### config.mk
export PLATFORM = sky130hd
export DESIGN_NAME = iwm_ctrl
export DESIGN_NICKNAME = d
export VERILOG_FILES = /design/src/rtl/iwm_ctrl.sv
export SDC_FILE = /design/constraint.sdc
export NUM_CORES = 1
export LEC_CHECK = 0
export ABC_AREA = 1
export BUFFER_PORTS_ARGS = -buffer_cell sky130_fd_sc_hd__clkbuf_2
export CAP_MARGIN = 20
export CORE_MARGIN = 5
export CORE_UTILIZATION = 40
export DETAILED_ROUTE_END_ITERATION = 8
export HOLD_SLACK_MARGIN = 0.12
export PLACE_DENSITY = 0.58
export SYNTH_ARGS = -nofsm -noshare
export SYNTH_HDL_FRONTEND = slang
export SYNTH_SLANG_ARGS = --single-unit
### constraint.sdc
create_clock -name clk -period 1.58 [get_ports clk]
set_input_delay 0.079 -clock clk [delete_from_list [all_inputs] [get_ports clk]]
set_output_delay 0.079 -clock clk [all_outputs]
set_load 0.01 [all_outputs]
### src/rtl/iwm_ctrl.sv
// iwm_ctrl: IWM floppy controller register model ($C0E0-$C0EF), no media attached
// Ports:
//   clk, reset (async, active-high), cen (timer clock enable)
//   addr[7:0] (only [3:0] decoded), din[7:0], rw (1=read), strobe (one-clk access)
//   dout[7:0] combinational read data, DISK35[7:0] ($C031: bit6 3.5" select)
// Optional: define IWM_TRACE_EN to print every strobed access in simulation.
module iwm_ctrl #(
    parameter int MOTOR_OFF_DELAY = 2500000
) (
    input  logic       clk,
    input  logic       reset,
    input  logic       cen,
    input  logic [7:0] addr,
    input  logic [7:0] din,
    output logic [7:0] dout,
    input  logic       rw,
    input  logic       strobe,
    input  logic [7:0] DISK35
);
    localparam int TW = $clog2(MOTOR_OFF_DELAY + 1);
    // soft switches indexed by addr[3:1]: ph0..ph3, MOTOR, DRIVESEL, Q6, Q7
    logic [7:0]    r_sw;
    logic [4:0]    r_mode;
    logic          r_active;
    logic [TW-1:0] r_timer;
    logic          w_q6;
    logic          w_q7;
    logic          w_motor_sel;
    logic          w_motor_nxt;
    logic          w_mode_wr;
    logic          w_unused;

    // effective Q6/Q7: the current address's switch effect is already applied
    assign w_q6        = (addr[3:1] == 3'd6) ? addr[0] : r_sw[6];
    assign w_q7        = (addr[3:1] == 3'd7) ? addr[0] : r_sw[7];
    assign w_motor_sel = strobe && (addr[3:1] == 3'd4);
    assign w_motor_nxt = w_motor_sel ? addr[0] : r_sw[4];
    assign w_mode_wr   = strobe && !rw && addr[0] && w_q7 && w_q6 && !r_sw[4] && !r_active;
    assign w_unused    = ^{addr[7:4], din[7:5], DISK35[7], DISK35[5:0], r_sw[5], r_sw[3:0]};

    // data register reads all-ones only while a 5.25" drive spins with no disk
    assign dout = w_q7 ? (w_q6 ? 8'h00 : 8'hC0)
                : w_q6 ? {1'b1, 1'b0, r_active, r_mode}
                : (r_active && !DISK35[6]) ? 8'hFF : 8'h00;

    always_ff @(posedge clk or posedge reset) begin
        if (reset) begin
            r_sw     <= '0;
            r_mode   <= '0;
            r_active <= 1'b0;
            r_timer  <= '0;
        end else begin
            if (strobe)
                r_sw[addr[3:1]] <= addr[0];
            if (w_mode_wr)
                r_mode <= din[4:0];
            if (w_motor_sel && addr[0]) begin
                r_active <= 1'b1;
                r_timer  <= '0;
            end else if (w_motor_nxt) begin
                r_timer <= '0;
            end else if (r_mode[2]) begin
                r_active <= 1'b0;
                r_timer  <= '0;
            end else if (r_active && cen) begin
                if (r_timer == TW'(MOTOR_OFF_DELAY - 1)) begin
                    r_active <= 1'b0;
                    r_timer  <= '0;
                end else begin
                    r_timer <= r_timer + 1'b1;
                end
            end
        end
    end

`ifdef IWM_TRACE_EN
    always @(posedge clk)
        if (strobe)
            $display("iwm: addr=%02h rw=%b din=%02h dout=%02h q7=%b q6=%b motor=%b active=%b",
                     addr, rw, din, dout, w_q7, w_q6, r_sw[4], r_active);
`endif
endmodule

Word level (Yosys, flattened, before mapping)
Index checks and enable logic that the tools add are counted.
{"block": "word_totals", "reg_bits": 36, "out_inout_bits": 8, "elab_cells": 51}
{"block": "op_classes", "addsub": 1, "magnitude_cmp": 2, "n_eq_ne": 5, "muxes": 20, "n_reduce_logical": 19}
{"op": "2-to-1 mux 22 bit", "count": 5}
{"op": "2-to-1 mux 8 bit", "count": 4}
{"op": "adder 22 x 1 -> 22 bit, second input constant", "count": 1}
{"op": "== test 22 bit, second input constant", "count": 1}
{"op": "logical AND 1 bit", "count": 11}
{"op": "== test 3 bit, second input constant", "count": 3}
{"op": "2-to-1 mux 1 bit", "count": 9}
{"op": "bitwise mux 8 bit", "count": 1}
{"op": "nonzero test 3 bit", "count": 2}
{"op": "zero test 1 bit", "count": 4}
{"op": "less-than comparator 3 x 4 -> 1 bit, second input constant", "count": 1}
{"op": "nonzero test 4 bit", "count": 1}
{"op": "demux 1 bit (select 3 bit)", "count": 1}
{"op": "greater-or-equal comparator 3 x 1 -> 1 bit, second input constant", "count": 1}
{"op": "AND reduction 3 bit", "count": 1}
{"op": "!= test 2 x 1 -> 1 bit, second input constant", "count": 1}

Longest topological paths before layout
{"block": "depth", "ltp_word": 7, "ltp_mapped": 11, "depth_no_buf": 11}

Worst setup path before layout
Ideal clock, no wire load.
{"block": "synth_timing", "kind": "register to register", "startpoint": "reg r_timer[0]", "endpoint": "reg r_timer[10]", "setup_ps": 115, "arrival_ps": 1280, "setup_slack_ps": 185, "path_stages_with_launch": 11, "path_buffers": 0, "period_less_slack_ps": 1395, "path_cell_list": "dfrtp_1 -> ha_1 -> nand3_1 -> inv_1 -> nand2_1 -> nor2_1 -> nand2_1 -> nand2_2 -> nand2_4 -> inv_4 -> nor2_2"}
{"block": "synth_via", "elab_chain_cells": 6}
{"item": "start: declaration", "line": "25", "text": "logic [TW-1:0] r_timer;"}
{"item": "start signal: assignment", "line": "70", "text": "r_timer <= r_timer + 1'b1;"}
{"item": "adder 22 x 1 -> 22 bit / == test 22 bit (equally long branches)", "line": "70, 66"}
{"item": "2-to-1 mux 22 bit (*)", "line": "66", "text": "if (r_timer == TW'(MOTOR_OFF_DELAY - 1)) begin"}
{"item": "2-to-1 mux 22 bit (*)", "line": "65", "text": "end else if (r_active && cen) begin"}
{"item": "2-to-1 mux 22 bit (*)", "line": "62", "text": "end else if (r_mode[2]) begin"}
{"item": "2-to-1 mux 22 bit (*)", "line": "60", "text": "end else if (w_motor_nxt) begin"}
{"item": "2-to-1 mux 22 bit (*)", "line": "57", "text": "if (w_motor_sel && addr[0]) begin"}
Mark *: on every way between the ends. The rest lies on a longest branch, timed or not. The select of a mux whose other input is x is not followed.
A chain may end at the register's enable or synchronous reset.

Worst setup path in the final report
{"block": "layout_timing", "startpoint": "reg r_timer[0]", "endpoint": "reg r_timer[17]"}
Same word-level chain as after synthesis.

==> metrics.log <==
INFO  metric synth.ff_latch_count = 31
INFO  metric critPathMostFrequentCell = nor2_2
INFO  metric min-delay-path-class = primary input to flop
INFO  metric layout_worst_path_cycle_share = 96.9%
INFO  metric globalplace.congestion = 0.829
INFO  metric tightestPinTransition = 0.407 ns
INFO  metric place.port_buffers = 22
INFO  metric result_of_the_run = finished clean
INFO  metric coreArea = 0.00507 mm²
INFO  metric global_route_usage_sum = 16.6%
INFO  metric timing.critical_path.cells = ha_2 -> nand3_2 -> inv_2 -> nand2_1 -> nor2_2 -> nand2_2 -> nand2_4 -> nand2_8 -> inv_6 -> nor2_2
INFO  metric drtPass1Iterations = 4
INFO  metric drc = 0
INFO  metric dpl.hpwl = 3590 µm
INFO  metric yosys_warnings = 0
INFO  metric total_leakage_power = 0.00134 µW
INFO  metric power.switching_fraction = 38.4%
INFO  metric cts_root_buf = clkbuf_8
INFO  metric cap_violations = 0
INFO  metric grt_total_ovfl = 0
INFO  metric clk-insertion-delay-late = 0.29 ns
INFO  metric num_vias = 2006
INFO  metric power_frac_clock = 23.2%
INFO  metric reg2reg_depth = 10
INFO  metric start_util = 41.0%
INFO  metric grt_max_degree = 32
INFO  metric mapped_avg_cell_area = 6.79 µm²
INFO  metric cell_with_the_largest_stage_delay_on_the_worst_path = dfrtp_1
INFO  metric cts_tree = yes
INFO  metric cts_max_path_buffers = 2
INFO  metric timing.critical_path.fanout_max = 5
INFO  metric layout_common_cells = 96 x nand2_1, 45 x nor2_1, 31 x inv_1, 31 x dfrtp_1, 28 x nand3_1
INFO  metric final_core_utilization = 52.5%
INFO  metric synth.net_count = 336
INFO  metric postSynthCellCount = 306
INFO  metric met2_length = 2350 µm
INFO  metric first_global_vias = 1906
INFO  metric layout_min_cycle_time = 1.53 ns
INFO  metric cellPowerDensity = 980 mW/mm²
INFO  metric antenna_found_initial = 0
INFO  metric cts_sinks = 31
INFO  metric num_rows = 26
INFO  metric seqPwrFrac = 35.7%
INFO  metric switchingPower = 1000 µW
INFO  metric required = 1.76 ns
INFO  metric post_drt_via_cell_ratio = 4.64
INFO  metric report.power.total = 2610 µW
INFO  metric clk_pin_slew_worst_paths = 0.07 ns
INFO  metric worst_r2r_startpoint = r_timer[0]
INFO  metric synth_sequential_area_ratio = 37.3%
INFO  metric fmax = 0.653 GHz
INFO  metric ir_drop = 0.413 mV
INFO  metric routed_wl = 5010 µm
INFO  metric die_area = 0.00674 mm²
INFO  metric routed_wire_length_on_met3 = 261 µm
INFO  metric report.final.setup_viol = 0
INFO  metric tritoncts.num_buffers = 5
INFO  metric max_stage_delay = 0.36 ns
INFO  metric timing.critical_path.to_type = flop
INFO  metric timing.final.hold_violations = 0
INFO  metric post_route_hold_slack = 0.164 ns
INFO  metric grt_first_pass_wirelength = 8540 µm
INFO  metric r2r-end = r_timer[17]
INFO  metric drive_above_1_share = 25.7%
INFO  metric floorplan.die.width = 82.1 µm
INFO  metric io_pins = 37
INFO  metric timing.critical_path.depth = 10
INFO  metric p_int = 1610 µW
INFO  metric finalClockSkew = 0.00485 ns
INFO  metric die_height = 82.1 µm
INFO  metric timing.critical_path.arrival = 1.71 ns
INFO  metric startpoint = r_timer[0]
INFO  metric htree_num_levels = 2
INFO  metric comb_power_share = 41.1%
INFO  metric drtAntennaViolNets = 0
INFO  metric final_common_cell = nand2_1
INFO  metric worst-setup-path-type = flop to flop
INFO  metric met1Wirelength = 2310 µm
INFO  metric area_delta_synth_final = 28.3%
INFO  metric drtIter0Drc = 50
INFO  metric worst_setup_path_endpoint = r_timer[17]
INFO  metric worst_path_dominant_cell_family = simple AND/OR/NAND/NOR gates
INFO  metric final_nets = 391
INFO  metric report.final.slew_viol_count = 0
INFO  metric ant_diodes = 0
INFO  metric worst_slew_margin_rel = 72.8%
INFO  metric top_signal_layer_used = met4
INFO  metric path_buf_inv = 2
INFO  metric synth_cell_type_count = 29
INFO  metric syn-cell-area = 0.00208 mm²
INFO  metric timing.reg2reg.setup_slack = 0.05 ns
INFO  metric routedWlPerCell = 11.6 µm
INFO  metric crit_path_start_kind = flop
[Yosys cell counts]
library cell | count | area share, %
nand2_1 | 99 | 18
nor2_1 | 50 | 9.0
inv_1 | 33 | 6.0
dfrtp_1 | 31 | 37
nand3_1 | 29 | 7.0
a21oi_1 | 9 | 2.2
nor2_2 | 9 | 2.7
nand4_1 | 7 | 2.1
o21ai_0 | 6 | 1.4
nand2_2 | 4 | 1.2
nand2_4 | 4 | 2.2
nor3_1 | 4 | 0.96
inv_2 | 3 | 0.54
nor2_4 | 3 | 1.6
a21boi_0 | 1 | 0.36
a21oi_2 | 1 | 0.42
buf_2 | 1 | 0.24
buf_4 | 1 | 0.36
buf_6 | 1 | 0.54
ha_1 | 1 | 0.60
inv_4 | 1 | 0.30
nand3_4 | 1 | 0.84
nand3b_1 | 1 | 0.36
nand4_4 | 1 | 1.0
nor2_8 | 1 | 0.96
nor3_4 | 1 | 0.78
o21ai_2 | 1 | 0.42
o21bai_1 | 1 | 0.36
or2_2 | 1 | 0.30
[registers in the layout (all words and copies together) (netlist names)]
signal / count
r_timer: 22
r_active: 1
r_sw: 3
r_mode: 5
[cells by family (layout without fill, tap and decap cells)]
| family | Yosys count | in the layout | share of synthesized area, % |
|---|---|---|---|
| compound gates | 19 | 19 | 5.18 |
| fa+ha+maj | 1 | 1 | 0.602 |
| buf+inv | 40 | 95 | 7.95 |
| flops | 31 | 31 | 37.3 |
| simple gates | 215 | 216 | 48.9 |
[repair_timing]
action / 4_1_cts / 5_1_grt
gates cloned: 0 / 1
hold endpoints to repair: 38 / 0
pin swaps: 0 / 4
endpoints found under the setup margin: 12 / 25
resized for setup: 6 / 17
hold buffers: 11 / 0
buffers inserted: 1 / 4
[per-stage QoR]
| step | std cells | setup TNS (ns) | area (µm²) | worst slack, ns |
|---|---|---|---|---|
| 5_1_grt | 432 | -0.306 | 2670 | -0.0371 |
| 3_3_place_gp | 407 | 0 | 2350 | 0.0116 |
| 6_report | 432 | 0 | 2670 | 0.0490 |
| 3_5_place_dp | 407 | -0.0761 | 2350 | -0.0159 |
| 4_1_cts | 427 | 0 | 2580 | 0.00192 |
| 2_1_floorplan | 306 | 0 | 2080 | 0.185 |
[cell type report]
type | count | area [µm²]
inverter | 37 | 144
clock buffer | 5 | 68.8
timing repair buffer | 50 | 364
multi-input combinational | 236 | 1210
fill | 517 | 2410
sequential | 31 | 776
clock inverter | 3 | 15.0
tap | 70 | 87.6
[power by group through the flow]
stage	sequential (µW)	combinational, µW	clock, µW
after global routing	944	1180	676
after global placement	938	890	0
final	932	1080	606
after floorplan	962	581	0
after CTS	931	979	641
after detailed placement	943	896	0
[worst min-delay path, stage by stage]
cell,delay (ns)
clkbuf_2,0.14
nand3_1,0.12
o21ai_0,0.07
[per-layer routing]
metal	global-route usage (%)	vias to the layer above
met5	0	-
met1	19.9	879
li1	-	1074
met4	6.31	0
met2	29.2	44
met3	3.40	9
[how the worst min path moves through the flow]
stage | from | to | depth (start not counted)
2_1_floorplan | reset | r_active | 1
3_3_place_gp | reset | r_mode[3] | 3
3_5_place_dp | reset | r_mode[3] | 3
4_1_cts | addr[2] | r_sw[6] | 3
5_1_grt | addr[0] | r_sw[4] | 3
6_report | addr[2] | r_sw[6] | 3
(Power assumes the default switching activity.)
